$ cat src/rtl/counter_ctrl.sv
// counter_ctrl
// Control stage in front of an up/down counter. Converts a level run request
// plus a programmable prescale divisor into single-cycle count-enable strobes,
// and turns each value accepted over a valid/ready handshake into exactly one
// registered load pulse. A load suppresses any strobe in its cycle and
// restarts the prescale period.
//
// Ports:
//   clk        in   rising-edge clock
//   asyn_rst   in   asynchronous active-high reset
//   run        in   level, 1 requests counting
//   div        in   prescale divisor, strobe period is div+1 cycles
//   cmd_valid  in   load value offered on cmd_data
//   cmd_data   in   load value
//   cmd_ready  out  registered, block can accept a load value
//   enb        out  registered count-enable strobe
//   load       out  registered single-cycle load pulse
//   data_in    out  registered load value, valid while load=1, held otherwise
//   running    out  registered, 1 in RUN or in LOAD with run high
module counter_ctrl #(
  parameter int WIDTH     = 4,
  parameter int DIV_WIDTH = 8
) (
  input  logic                 clk,
  input  logic                 asyn_rst,
  input  logic                 run,
  input  logic [DIV_WIDTH-1:0] div,
  input  logic                 cmd_valid,
  input  logic [WIDTH-1:0]     cmd_data,
  output logic                 cmd_ready,
  output logic                 enb,
  output logic                 load,
  output logic [WIDTH-1:0]     data_in,
  output logic                 running
);

  typedef enum logic [1:0] {
    IDLE = 2'd0,
    RUN  = 2'd1,
    LOAD = 2'd2
  } state_t;

  localparam logic [DIV_WIDTH-1:0] PC_ONE = {{(DIV_WIDTH-1){1'b0}}, 1'b1};

  state_t                 state_reg, state_next;
  logic [DIV_WIDTH-1:0]   pc_reg, pc_next;
  logic [DIV_WIDTH-1:0]   div_lat_reg, div_lat_next;
  logic                   enb_next;
  logic                   load_next;
  logic [WIDTH-1:0]       data_next;
  logic                   cmd_ready_next;
  logic                   running_next;
  logic                   xfer;

  // cmd_ready is registered, so a transfer depends only on registered state
  // and cmd_valid.
  assign xfer = cmd_valid & cmd_ready;

  always_ff @(posedge clk or posedge asyn_rst) begin
    if (asyn_rst) begin
      state_reg   <= IDLE;
      pc_reg      <= '0;
      div_lat_reg <= '0;
      enb         <= 1'b0;
      load        <= 1'b0;
      data_in     <= '0;
      cmd_ready   <= 1'b0;
      running     <= 1'b0;
    end else begin
      state_reg   <= state_next;
      pc_reg      <= pc_next;
      div_lat_reg <= div_lat_next;
      enb         <= enb_next;
      load        <= load_next;
      data_in     <= data_next;
      cmd_ready   <= cmd_ready_next;
      running     <= running_next;
    end
  end

  always_comb begin
    state_next   = state_reg;
    pc_next      = pc_reg;
    div_lat_next = div_lat_reg;
    enb_next     = 1'b0;
    load_next    = xfer;
    data_next    = xfer ? cmd_data : data_in;

    case (state_reg)
      IDLE: begin
        pc_next = '0;
        if (xfer) begin
          state_next = LOAD;
        end else if (run) begin
          state_next   = RUN;
          div_lat_next = div;
        end
      end

      RUN: begin
        // A transfer wins over a strobe due on the same edge; the strobe is
        // dropped and the period restarts after the load.
        if (xfer) begin
          state_next = LOAD;
          pc_next    = '0;
        end else if (!run) begin
          state_next = IDLE;
          pc_next    = '0;
        end else if (pc_reg == div_lat_reg) begin
          // Wrap: strobe next cycle and pick up any new divisor so a change
          // mid-period only affects the following period.
          pc_next      = '0;
          enb_next     = 1'b1;
          div_lat_next = div;
        end else begin
          pc_next = pc_reg + PC_ONE;
        end
      end

      LOAD: begin
        pc_next = '0;
        if (run) begin
          state_next   = RUN;
          div_lat_next = div;
        end else begin
          state_next = IDLE;
        end
      end

      default: begin
        state_next = IDLE;
        pc_next    = '0;
      end
    endcase

    // Never ready during LOAD, which spaces accepted commands >= 2 cycles.
    cmd_ready_next = (state_next != LOAD);
    running_next   = (state_next == RUN) || ((state_next == LOAD) && run);
  end

endmodule

$ cat config.mk
export PLATFORM = sky130hd
export DESIGN_NAME = counter_ctrl
export DESIGN_NICKNAME = d
export VERILOG_FILES = /design/src/rtl/counter_ctrl.sv
export SDC_FILE = /design/constraint.sdc
export NUM_CORES = 1
export LEC_CHECK = 0
export CAP_MARGIN = 25
export CORE_MARGIN = 2
export CORE_UTILIZATION = 45
export CTS_CLUSTER_SIZE = 12
export DETAILED_ROUTE_END_ITERATION = 10
export PLACE_DENSITY = 0.71
export SLEW_MARGIN = 10
export SYNTH_ARGS = -nofsm -noshare
export SYNTH_HDL_FRONTEND = slang
export SYNTH_SLANG_ARGS = --single-unit
$ cat constraint.sdc
create_clock -name clk -period 1.4 [get_ports clk]
set_input_delay 0.28 -clock clk [delete_from_list [all_inputs] [get_ports clk]]
set_output_delay 0.28 -clock clk [all_outputs]
set_load 0.02 [all_outputs]
# Word-level counts from Yosys, hierarchy flattened

Index checks and enable logic that the tools add are counted.

Logic and storage cells: 45
Output and inout bits: 8
Register bits: 26
Input port bits: 16

Reductions and logical operators: 5
Add/sub/neg operators: 1
Equal/unequal tests: 10
Bitwise logic cells: 1
Mux-type cells: 20

Operators with widths:

| kind                | number |
|---|---|
| $mux 8              | 9 |
| $pmux 8 s3          | 1 |
| $ne 2x2->1 const B  | 5 |
| $add 8x1->8 const B | 1 |
| $eq 8x8->1          | 1 |
| $mux 2              | 4 |
| $pmux 2 s3          | 1 |
| $mux 1              | 5 |
| $reduce_and 5->1    | 1 |
| $eq 2x1->1 const B  | 2 |
| $eq 2x2->1 const B  | 2 |
| $reduce_bool 3->1   | 1 |
| $logic_not 2->1     | 1 |
| $and 1x1->1         | 1 |
| $logic_and 1x1->1   | 1 |
| $logic_or 1x1->1    | 1 |

# Depth between registers and ports, before layout

Gate-level depths: netlist of the first run.

Depth in word-level cells: 6
Depth in mapped cells: 6

# Worst setup path after synthesis of the first run

Ideal clock, no wire load.

Kind: flip-flop to flip-flop
From: register cmd_ready
To: register div_lat_reg[2]
Path buffers: 2
Clock period less this slack: 1481 ps
Cell stages (with the launch flop): 7
Data arrival time: 1349 ps
Setup slack: -81 ps
Cell sequence: dfrtp_1 and3b_1 nor2b_1 buf_4 buf_4 mux2i_1 nand3_1

Longest elaborated chain between the ends: 3

Ends and longest elaborated chain:

| element                        | line | RTL |
|---|---|---|
| from (decl)                    | 30   | `output logic cmd_ready,` |
| from (signal assigned)         | 76   | `cmd_ready <= cmd_ready_next;` |
| $and 1x1->1 (*)                | 57   | `assign xfer = cmd_valid & cmd_ready;` |
| $ne 2x2->1 (no line)           | --   |  |
| $reduce_and 5->1 (no line) (*) | --   |  |
| to (signal assigned)           | 72   | `div_lat_reg <= div_lat_next;` |
| to (decl)                      | 47   | `logic [DIV_WIDTH-1:0] div_lat_reg, div_lat_next;` |

Every way passes the cells marked *; elsewhere a longest branch is shown, timed or not.
A chain may end at the register's enable or synchronous reset.

# Worst setup path after layout of the first run

From: input run
To: register div_lat_reg[7]

Longest elaborated chain between the ends: 3

Ends and longest elaborated chain:

| element              | line | RTL |
|---|---|---|
| from (decl)          | 26   | `input logic run,` |
| $mux 8 (2 in series) | --   |  |
| $pmux 8 s3           | --   |  |

Parallel ways exist; a longest one is shown, timed or not. The select of a mux whose other input is x is not followed.

==> flow_metrics.env, run 1 <==
export IMPL_synth_edff_count=0
export IMPL_core_sq_um=2810
export IMPL_drive_above_1_share_pct=31.9
export IMPL_ys_top_cells_by_area="dfrtp_1, xnor2_1, mux2i_1"
export IMPL_ir_drop_v=0.000621
export IMPL_synth_async_reset_ratio_pct=100
export IMPL_start_util_pct=48.0
export IMPL_clock_fmax_mhz=728
export IMPL_finalSetupViolCount=0
export IMPL_avgSynthCellArea_sq_um=11.1
export IMPL_rr_startpoint="cmd_ready"
export IMPL_start_kind="input pin"
export IMPL_io_buffers=23
export IMPL_synth_common_cells="dfrtp_1, nand4_1, xnor2_1"
export IMPL_p_leak_nw=0.787
export IMPL_clock_sinks=26
export IMPL_r2r_cells=5
export IMPL_cts_hold_buffers=0
export IMPL_insertion_delay_ns=0.32
export IMPL_r2r_end="div_lat_reg[7]"
export IMPL_cts_path_max_buffers=2
export IMPL_grt_pass1_wl_um=5050
export IMPL_grt_overflow=0
export IMPL_dieArea_sq_um=3450
export IMPL_hp_class="input pin to async pin"
export IMPL_post_route_drc_count=1
export IMPL_clk_transition_reported_paths_ns=0.14
export IMPL_rsz0062_at_grt="yes"
export IMPL_critPathKind="input pin to flop"
export IMPL_syn_area_sq_um=1350
export IMPL_synthDistinctLibCells=27
export IMPL_totalWireLength_um=2930
export IMPL_cp_required_ns=1.61
export IMPL_fin_skew_ns=0.00696
export IMPL_drv_slew=0
export IMPL_grt_pass1_vias=1088
export IMPL_synth_most_common_cell="dfrtp_1"
export IMPL_syn_inst=121
export IMPL_syn_to_final_growth_pct=36.4
export IMPL_ys_seq_elements=26
export IMPL_status="finished, violations left"
export IMPL_finalNetCount=178
export IMPL_synth_top_cell_area_share_pct=48.3
export IMPL_numCtsBuffers=3
export IMPL_r2r_setup_slack_ns=0.03
export IMPL_cp_arrival_ns=1.59
export IMPL_vias_per_cell=5.61
export IMPL_synth_top_area_cell="dfrtp_1"
export IMPL_fin_worst_hold_slack_ns=0.293
export IMPL_final_period_utilization_pct=98.1
export IMPL_ant_nets=0
export IMPL_grt_usage_pct=19.2
export IMPL_fin_util_pct=65.5
export IMPL_drt_wirelength_per_cell_um=15.3
export IMPL_vias=1071
export IMPL_min_period_ns=1.37
export IMPL_synth_fp_nets=138
export IMPL_violations="design-rule violations"
export IMPL_drt_iter0_drc=83
export IMPL_p_per_area_nw_per_um2=1060
export IMPL_maxCapViolCount=0
export IMPL_finalInstanceArea_sq_um=1840
export IMPL_synth_ff_type="dfrtp_1"
export IMPL_die_x_um=58.7
export IMPL_antenna_found_initial=0
export IMPL_tightest_slew_ns=0.332
export IMPL_tritoncts="yes"
export IMPL_relSlewSlack_pct=77.9
export IMPL_final_hold_viol_count=0
export IMPL_diodes=0
export IMPL_synth_warnings=0
export IMPL_gp_congestion=0.758
export IMPL_dpl_cell_area_sq_um=1690
export IMPL_dp_hpwl_um=1990
export IMPL_end_kind="flop"
export IMPL_grt_max_degree=27
export IMPL_first_pass_iters=7
export IMPL_root_buffer="clkbuf_4"
export IMPL_core_rowCount=19
export IMPL_htreeDepth=1
export IMPL_die_h_um=58.7
export IMPL_path_max_fanout=7
export IMPL_ios=24
export IMPL_ys_seq_area_share_pct=48.3
-- critical path, stage by stage --
cell and delay, ns:
clkdlybuf4s50_1 0.47, a21boi_2 0.17, nor2b_4 0.18, buf_6 0.16, mux2i_1 0.21, nand3_1 0.10
-- cell usage in the layout (no fill, tap or decap), drive strengths merged --
master         count
a21boi             1
a21o               1
and2               2
and2b              1
and3               2
and3b              1
and4               2
buf               17
clkbuf             5
clkdlybuf4s50     15
dfrtp             26
dlygate4sd2        8
ha                 1
inv                3
mux2               4
mux2i              8
nand2              2
nand3              9
nand3b             1
nand4             11
nor2               8
nor2b              9
nor3               1
o211ai             8
xnor2             10
xor2               4
-- area by class of cell --
type	instances	area [sq um]
repair buffers	41	375
multi-input cells	86	721
fillers	231	968
well taps	31	38.8
flip-flops and latches	26	654
inverters	3	11.3
clock buffers	4	36.3
-- report_power, final --
part,total (mW),switching (mW),internal (mW)
logic,0.596,0.266,0.330
clock network,0.374,0.215,0.159
registers,0.986,0.126,0.861
-- metal layers --
layer / share of wire (%) / vias to the layer above / global-route usage [%] / routed length [um]
met5: 0 / - / 0 / 0
met4: 1.4 / 0 / 5.84 / 42
met3: 4.4 / 4 / 4.40 / 128
met2: 49 / 27 / 31.0 / 1430
met1: 45 / 530 / 25.8 / 1330
li1: - / 510 / - / -
-- metrics by stage --
step                      power (mW)  setup WS (ns)  TNS [ns]  std cells
final                           1.96         0.0265         0        191
after CTS                       1.89        0.00537         0        189
after global routing            2.08        -0.0498    -0.304        191
after global placement          1.48         -0.344     -3.53        182
after floorplan                 1.30        -0.0163   -0.0163        121
after detailed placement        1.50         -0.424     -4.30        182
-- worst max-delay path by stage --
stage	cells past startpoint	from	endpoint
after floorplan	6	cmd_ready	div_lat_reg[2]
after global placement	6	run	div_lat_reg[7]
after detailed placement	6	run	div_lat_reg[3]
after CTS	4	div_lat_reg[0]	pc_reg[3]
after global routing	5	div_lat_reg[7]	div_lat_reg[3]
final	6	run	div_lat_reg[7]
-- what timing repair did --
action                                  4_1_cts  5_1_grt
cloned                                        1        0
setup buffers                                 2        2
pin swaps                                     0        4
gates resized for setup                      12       14
endpoints found under the setup margin       16       16
-- cell families after synthesis --
family / Yosys count / synth area share, %
and+or+nand+nor: 49 / 22.4
DFF: 26 / 48.3
xor gates and xnor gates: 14 / 9.11
muxes: 12 / 9.29
AOI/OAI and AO/OA: 10 / 6.13
buffers and inverters: 9 / 3.81
adders and majority gates: 1 / 0.929
Note: power is estimated with default switching activity, not from simulation.
==> inputs of run 2 (changes only) <==
CORE_MARGIN = 5   (was 2)
==> flow_metrics.env, run 2 (synthesis results as in run 1) <==
export IMPL_dpl_cell_area_sq_um=1670
export IMPL_final_hold_viol_count=0
export IMPL_multi_input_area_sq_um=731
export IMPL_clock_fmax_mhz=729
export IMPL_insertion_delay_ns=0.31
export IMPL_critPathBufInv=1
export IMPL_drive_above_1_share_pct=31.7
export IMPL_slowest_stage="dfrtp_2"
export IMPL_drt_wirelength_per_cell_um=15.4
export IMPL_cts_path_max_buffers=2
export IMPL_cts_hold_buffers=0
export IMPL_finalNetCount=179
export IMPL_relSlewSlack_pct=78.0
export IMPL_fillerInstances=222
export IMPL_syn_to_final_growth_pct=35.5
export IMPL_core_sq_um=2810
export IMPL_crit_family="flip-flops"
export IMPL_grt_overflow=0
export IMPL_vias=1082
export IMPL_end_kind="flop"
export IMPL_ios=24
export IMPL_p_per_area_nw_per_um2=1070
export IMPL_finalSetupViolCount=0
export IMPL_die_x_um=64.7
export IMPL_clk_transition_reported_paths_ns=0.14
export IMPL_grt_pass1_wl_um=4890
export IMPL_dieArea_sq_um=4190
export IMPL_start_kind="flop"
export IMPL_die_h_um=64.7
export IMPL_io_buffers=23
export IMPL_fin_skew_ns=0.00955
export IMPL_post_route_drc_count=0
export IMPL_fin_worst_hold_slack_ns=0.294
export IMPL_critPathKind="flop to flop"
export IMPL_regArea_sq_um=654
export IMPL_path_max_fanout=9
export IMPL_finalInstanceArea_sq_um=1820
export IMPL_gp_congestion=0.783
export IMPL_slowest_delay_ns=0.47
export IMPL_htreeDepth=1
export IMPL_numCtsBuffers=3
export IMPL_antenna_found_initial=0
export IMPL_power_mw=1.95
export IMPL_root_buffer="clkbuf_4"
export IMPL_final_common_cell="dfrtp_1"
export IMPL_grt_max_degree=27
export IMPL_vias_per_cell=5.64
export IMPL_maxCapViolCount=0
export IMPL_status="finished, final reports clean"
export IMPL_ir_drop_v=0.000490
export IMPL_core_rowCount=19
export IMPL_grt_usage_pct=14.8
export IMPL_grt_pass1_vias=1085
export IMPL_clock_sinks=26
export IMPL_totalWireLength_um=2960
export IMPL_hp_class="input pin to async pin"
export IMPL_drt_iter0_drc=109
export IMPL_cp_required_ns=1.61
export IMPL_tightest_slew_ns=0.330
export IMPL_tritoncts="yes"
export IMPL_start_util_pct=48.0
export IMPL_p_leak_nw=0.784
export IMPL_dp_hpwl_um=1950
export IMPL_crit_chain="xnor2_2 > nand4_1 > buf_4 > o211ai_1 > nand3_1"
export IMPL_min_period_ns=1.37
export IMPL_layout_common_cells="dfrtp_1, buf_4, clkdlybuf4s50_1"
export IMPL_final_period_utilization_pct=97.9
export IMPL_ant_nets=0
export IMPL_drv_slew=0
export IMPL_diodes=0
export IMPL_first_pass_iters=4
export IMPL_cp_arrival_ns=1.58
export IMPL_rsz0062_at_grt="yes"
[run 2: changes by cell type in the layout (fill, tap and decap cells not counted), sizes merged]
cell	previous run	this run
and4	2	3
buf	17	18
clkbuf	5	4
[run 2: metal layers]
metal | up-vias | share of wire [%] | track usage (%)
li1 | 511 | - | -
met1 | 542 | 45 | 19.1
met2 | 27 | 49 | 25.3
met3 | 2 | 5.2 | 1.90
met4 | 0 | 0.61 | 5.54
met5 | - | 0 | 0
[run 2: final cells by class]
cell class | instances | share of cell area (%)
Clock buffer | 4 | 1.44
Inverter | 3 | 0.617
Multi-Input combinational cell | 87 | 40.1
Sequential cell | 26 | 35.9
Tap cell | 31 | 2.13
Timing Repair Buffer | 41 | 19.9
[run 2: power by group]
| part | internal, mW | total, mW | switching, mW |
|---|---|---|---|
| Clock | 0.111 | 0.323 | 0.211 |
| Combinational | 0.352 | 0.642 | 0.290 |
| Sequential | 0.862 | 0.984 | 0.122 |
| Total | 1.33 | 1.95 | 0.624 |
[run 2: worst paths after layout]
kind	startpoint	endpoint	slack [ns]	cells after the start
max reg2reg	div_lat_reg[3]	div_lat_reg[5]	0.03	5
max	div_lat_reg[3]	div_lat_reg[5]	0.03	5
min in group clk	state_reg[0]	running	0.47	1
min reg2reg	state_reg[0]	running	0.47	1
min	asyn_rst	pc_reg[1]	0.29	3
max in group asynchronous	asyn_rst	cmd_ready	0.83	3
[run 2: worst min-delay path, cell delays in order]
cell and delay, ns:
clkdlybuf4s50_1 0.39, inv_1 0.05, buf_4 0.31
[run 2: per-stage QoR]
step                      TNS (ns)  setup WS [ns]  cells  utilization, %
after floorplan            -0.0163        -0.0163    121               -
after global placement       -3.54         -0.343    181            59.4
after detailed placement     -4.19         -0.399    181            59.4
after CTS                        0         0.0210    187            61.0
after global routing        -0.442        -0.0722    192            65.0
final                            0         0.0290    192            65.0
[run 2: repair_timing]
| action | in CTS | in global routing |
|---|---|---|
| endpoints found under the setup margin | 16 | 16 |
| pin swaps | 0 | 4 |
| resized for setup | 12 | 15 |
| buffers inserted | 1 | 4 |
| cloned | 1 | 1 |
